`src/rtl/tdm_demux4.sv`:
```
`default_nettype none
// ============================================================================
// Module      : tdm_demux4
// Description : Receive side of the 4-slot select-rotation TDM link. It
//               recovers one WORD_W-bit word per channel (a, b, c, d) from a
//               1-bit slot-rotating stream carrying a frame marker on slot a.
//               It presents the four words with a one-cycle valid strobe,
//               along with lock and framing-error status.
// Revision    : 1.0 - initial release
// ============================================================================
module tdm_demux4 #(
  parameter int WORD_W = 8
) (
  input  logic              clk,
  input  logic              rst_n,
  input  logic              din,
  input  logic              din_valid,
  input  logic              frame_sync,
  output logic [WORD_W-1:0] out_a,
  output logic [WORD_W-1:0] out_b,
  output logic [WORD_W-1:0] out_c,
  output logic [WORD_W-1:0] out_d,
  output logic              word_valid,
  output logic              locked,
  output logic              sync_err
);

  // Bit counter width; WORD_W is at least 2, so this is at least 1 bit.
  localparam int BW = (WORD_W > 1) ? $clog2(WORD_W) : 1;

  // Index of the final bit position of a word.
  localparam logic [BW-1:0] C_LAST_BIT = BW'(WORD_W - 1);

  // Zero word used to clear shift registers and to seed the first bit.
  localparam logic [WORD_W-1:0] C_ZERO = '0;

  typedef enum logic [0:0] {
    ST_HUNT   = 1'b0,
    ST_LOCKED = 1'b1
  } state_t;

  state_t            r_state;
  logic [1:0]        r_slot;
  logic [BW-1:0]     r_bit;
  logic [WORD_W-1:0] r_sh_a;
  logic [WORD_W-1:0] r_sh_b;
  logic [WORD_W-1:0] r_sh_c;
  logic [WORD_W-1:0] r_sh_d;

  // Each sample enters at the LSB, so the first bit received ends up as the MSB.
  logic [WORD_W-1:0] w_next_a;
  logic [WORD_W-1:0] w_next_b;
  logic [WORD_W-1:0] w_next_c;
  logic [WORD_W-1:0] w_next_d;
  logic [WORD_W-1:0] w_seed;
  logic              w_last_bit;

  // Candidate shift-register values for the current sample.
  always_comb begin
    w_next_a   = {r_sh_a[WORD_W-2:0], din};
    w_next_b   = {r_sh_b[WORD_W-2:0], din};
    w_next_c   = {r_sh_c[WORD_W-2:0], din};
    w_next_d   = {r_sh_d[WORD_W-2:0], din};
    w_seed     = {C_ZERO[WORD_W-2:0], din};
    w_last_bit = (r_bit == C_LAST_BIT);
  end

  // Framing FSM: slot/bit counters, channel shift registers and registered outputs.
  always_ff @(posedge clk or negedge rst_n) begin
    if (!rst_n) begin
      r_state    <= ST_HUNT;
      r_slot     <= 2'd0;
      r_bit      <= '0;
      r_sh_a     <= '0;
      r_sh_b     <= '0;
      r_sh_c     <= '0;
      r_sh_d     <= '0;
      out_a      <= '0;
      out_b      <= '0;
      out_c      <= '0;
      out_d      <= '0;
      word_valid <= 1'b0;
      locked     <= 1'b0;
      sync_err   <= 1'b0;
    end else begin
      // Both strobes last one cycle unless this sample re-asserts them.
      word_valid <= 1'b0;
      sync_err   <= 1'b0;

      // Cycles without din_valid leave every counter and register untouched.
      if (din_valid) begin
        case (r_state)
          ST_HUNT: begin
            // Drop everything until a marker shows where slot a is.
            if (frame_sync) begin
              r_sh_a  <= w_seed;
              r_slot  <= 2'd1;
              r_bit   <= '0;
              r_state <= ST_LOCKED;
              locked  <= 1'b1;
            end
          end

          ST_LOCKED: begin
            if (r_slot == 2'd0) begin
              if (frame_sync) begin
                r_sh_a <= w_next_a;
                r_slot <= 2'd1;
              end else begin
                // Missing marker: the framing is lost, so drop the sample
                // and go back to hunting from clean state.
                sync_err <= 1'b1;
                r_state  <= ST_HUNT;
                locked   <= 1'b0;
                r_slot   <= 2'd0;
                r_bit    <= '0;
                r_sh_a   <= '0;
                r_sh_b   <= '0;
                r_sh_c   <= '0;
                r_sh_d   <= '0;
              end
            end else if (frame_sync) begin
              // Early marker: stay locked but realign on this sample as
              // slot a, bit 0. The broken word is discarded.
              sync_err <= 1'b1;
              r_sh_a   <= w_seed;
              r_sh_b   <= '0;
              r_sh_c   <= '0;
              r_sh_d   <= '0;
              r_slot   <= 2'd1;
              r_bit    <= '0;
            end else begin
              r_slot <= r_slot + 2'd1;
              case (r_slot)
                2'd1:    r_sh_b <= w_next_b;
                2'd2:    r_sh_c <= w_next_c;
                default: begin
                  r_sh_d <= w_next_d;
                  if (w_last_bit) begin
                    // Word complete. out_d takes the bit that arrives now.
                    out_a      <= r_sh_a;
                    out_b      <= r_sh_b;
                    out_c      <= r_sh_c;
                    out_d      <= w_next_d;
                    word_valid <= 1'b1;
                    r_bit      <= '0;
                  end else begin
                    r_bit <= r_bit + BW'(1);
                  end
                end
              endcase
            end
          end

          default: begin
            r_state <= ST_HUNT;
            locked  <= 1'b0;
          end
        endcase
      end
    end
  end

endmodule
`default_nettype wire

```
`config.mk`:
```
export PLATFORM = sky130hd
export DESIGN_NAME = tdm_demux4
export DESIGN_NICKNAME = d
export VERILOG_FILES = /design/src/rtl/tdm_demux4.sv
export SDC_FILE = /design/constraint.sdc
export NUM_CORES = 1
export LEC_CHECK = 0
export CAP_MARGIN = 15
export CORE_ASPECT_RATIO = 0.6
export CORE_MARGIN = 1
export CORE_UTILIZATION = 45
export DETAILED_ROUTE_END_ITERATION = 10
export GPL_ROUTABILITY_DRIVEN = 0
export PLACE_DENSITY = 0.71
export RECOVER_POWER = 100
export SETUP_SLACK_MARGIN = 0.05
export SLEW_MARGIN = 10
export SYNTH_ARGS = -nofsm -noshare
export SYNTH_HDL_FRONTEND = slang
export SYNTH_SLANG_ARGS = --single-unit
export TNS_END_PERCENT = 10
```
`constraint.sdc`:
```
create_clock -name clk -period 5.7 [get_ports clk]
set_clock_uncertainty 0.05 [all_clocks]
set_input_delay 0.57 -clock clk [delete_from_list [all_inputs] [get_ports clk]]
set_output_delay 0.57 -clock clk [all_outputs]
set_load 0.02 [all_outputs]
```
==> impl_metrics.yaml <==
global_route:
  grt_max_degree: 73
  grt-ovfl-total: 0
  grt_pass1_vias: 1983
  grt_pass1_wl_um: 9760
  track_usage_pct: 18.7
  antenna_found_initial: 0
layout:
  fillers: 538
  final_area_sq_um: 3750
  layout_commonest_cell: "dfrtp_1"
  final_cell_mix: "72 x dfrtp_1, 37 x dlygate4sd3_1, 26 x mux2_2, 24 x inv_1, 24 x nand2_1"
  ff_latch_area_sq_um: 1800
  area_delta_synth_final_pct: 22.0
  drive_gt1_share_pct: 17.2
  multi_input_area_sq_um: 1050
  antenna_cells: 0
  fin_nets: 286
placed_design:
  dp_hpwl_um: 3540
  io_buffers: 39
  placed_area_sq_um: 3510
timing:
  holdWs_ns: 0.380
  fmax_ghz: 0.259
  tns_ns: 0
  setup_viol: 0
  tightest_slew_ns: 1.87
  rsz0062_at_grt: "false"
  min_period_ns: 3.87
  timing.final.crit_share_pct: 67.9
  hold_viol_final: 0
  maxSlewHeadroom_pct: -25.9
  final_max_slew_viol_count: 24
floorplan:
  dieArea_sq_um: 7170
  die_w_um: 109
  num_rows: 22
  core_area_sq_um: 6360
  die_y_um: 66.0
  start_util_pct: 48.3
  pin_count: 40
setup_path:
  crit_start: "frame_sync"
  crit_path_start_kind: "primary input"
  required_ns: 5.86
  cp_max_fo: 19
  critical_path_class: "primary input to flip-flop"
  worst_setup_path_end_kind: "flip-flop"
  r2r-start: "r_slot[1]$_DFFE_PN0P_"
  arrival_ns: 4.03
yosys:
  synth_cell_types: 36
  syn_inst: 230
  syn-mean-instance-area_sq_um: 13.4
  netlist_area_sq_um: 3070
  yosys.area.top_type_share_pct: 58.7
  yosysSeqAreaShare_pct: 58.7
  ys_ff_latch: 72
  syn_nets: 242
  synth_edf_count: 0
  ys.flop_type: "dfrtp_1"
  synth_warnings: 0
  synth_top_cell_by_area: "dfrtp_1"
  async_flop_share_pct: 100
  synthTopCellsByArea: "dfrtp_1 59%, mux2_2 9.9%, mux2i_1 6.5%, inv_1 2.9%, ha_1 2.9%"
worst_hold_path:
  hold_class: "primary input to asynchronous set/reset pin"
clock_network:
  cts_tree: "yes"
  post-cts-setup-buffers: 0
  cts_buffers: 9
  clock_latency_ns: 0.33
  post_cts_resized: 0
  clockRootBuffer: "clkbuf_16"
  hold_buffers: 0
  cts.clk_slew.worst_paths_ns: 0.06
  clockBufferDepth: 2
  cts_max_level: 3
  clkSinkCount: 72
drt:
  wire_per_inst_um: 15.0
  vias_per_cell: 5.10
  drcViolationCount: 0
  dr_total_vias: 1850
  wirelength_um: 5440
  ant_nets: 0
  drt-pass1-iter-count: 4
  first_iter_violations: 104
outcome:
  outcome: "complete, but fails checks"
  violations: "max-capacitance violations, max-slew violations"
power:
  vdd_drop_max_uv: 155
  power_density_nw_per_um2: 372
  power.leakage_uw: 0.00187
job:
  cap_viol_max_count: 2
-- path summary, 6_finish.rpt --
| path | depth (start not counted) | slack [ns] | to |
|---|---|---|---|
| max reg2reg | 8 | 2.13 | out_b[5]$_DFFE_PN0P_ |
| min | 2 | 0.38 | r_sh_a[5]$_DFFE_PN0P_ |
| min reg2reg | 1 | 0.43 | out_c[2]$_DFFE_PN0P_ |
| min in group clk | 1 | 0.43 | out_c[2]$_DFFE_PN0P_ |
| max | 7 | 1.83 | out_b[5]$_DFFE_PN0P_ |
| max in group asynchronous | 2 | 4.63 | r_sh_d[1]$_DFFE_PN0P_ |
-- registers in the layout, summed over array words and instances (netlist names) --
name and cells:
r_state 1, r_slot 2, locked 1, r_sh_a 8, r_sh_c 8, out_c 8
out_b 8, r_sh_d 7, word_valid 1, sync_err 1, out_d 8, r_bit 3
r_sh_b 8, out_a 8
-- Yosys cell counts, types with 2 or more instances --
cell,count
dfrtp_1,72
mux2_2,27
inv_1,24
nand2_1,23
mux2i_1,20
a22o_1,7
ha_1,7
mux2_1,6
a32o_1,4
buf_6,4
a21oi_1,3
and2_1,3
clkbuf_1,3
a211oi_4,2
mux2_4,2
nor2_1,2
nor3_4,2
-- cells by family after synthesis --
group	synth area share, %
mux	19.6
simple gates	7.58
fa+ha+maj	2.85
compound gates	6.11
buf+inv	5.21
flops	58.7
-- where the power goes --
| part | switching (uW) | internal, uW | leakage [uW] | total, uW |
|---|---|---|---|---|
| sequential | 39.3 | 554 | 0.000993 | 594 |
| combinational | 137 | 100 | 0.000734 | 237 |
| clock | 213 | 350 | 0.000145 | 563 |
| total | 389 | 1000 | 0.00187 | 1390 |
-- critical path, stage by stage --
cell	delay, ns
dlygate4sd3_1	0.71
clkinvlp_2	0.24
ha_1	0.19
nand2_1	0.05
nor3_1	1.40
buf_4	0.48
mux2_2	0.38
-- through the flow --
stage	util (%)	power [uW]	std cells	worst slack, ns
2_1_floorplan	-	802	230	3.60
3_3_place_gp	55.3	864	347	2.58
3_5_place_dp	55.3	870	347	2.48
4_1_cts	60.0	1430	363	2.82
5_1_grt	59.0	1460	363	1.55
6_report	59.0	1390	363	1.83
-- final cells by class --
| cell class | count | share of cell area (%) |
|---|---|---|
| clock buffers | 11 | 6.48 |
| clock inverters | 5 | 1.50 |
| inverters | 25 | 2.54 |
| multi-input cells | 125 | 27.9 |
| flip-flops and latches | 72 | 48.1 |
| well taps | 84 | 2.80 |
| repair buffers | 41 | 10.7 |
-- per-layer routing --
layer | global-route usage [%] | vias to the layer above | wire length [um]
li1 | - | 879 | -
met1 | 26.0 | 924 | 2850
met2 | 26.3 | 40 | 2260
met3 | 7.29 | 7 | 258
met4 | 6.59 | 0 | 59
met5 | 0 | - | 0
No activity file was read; power rests on OpenSTA's default activity.
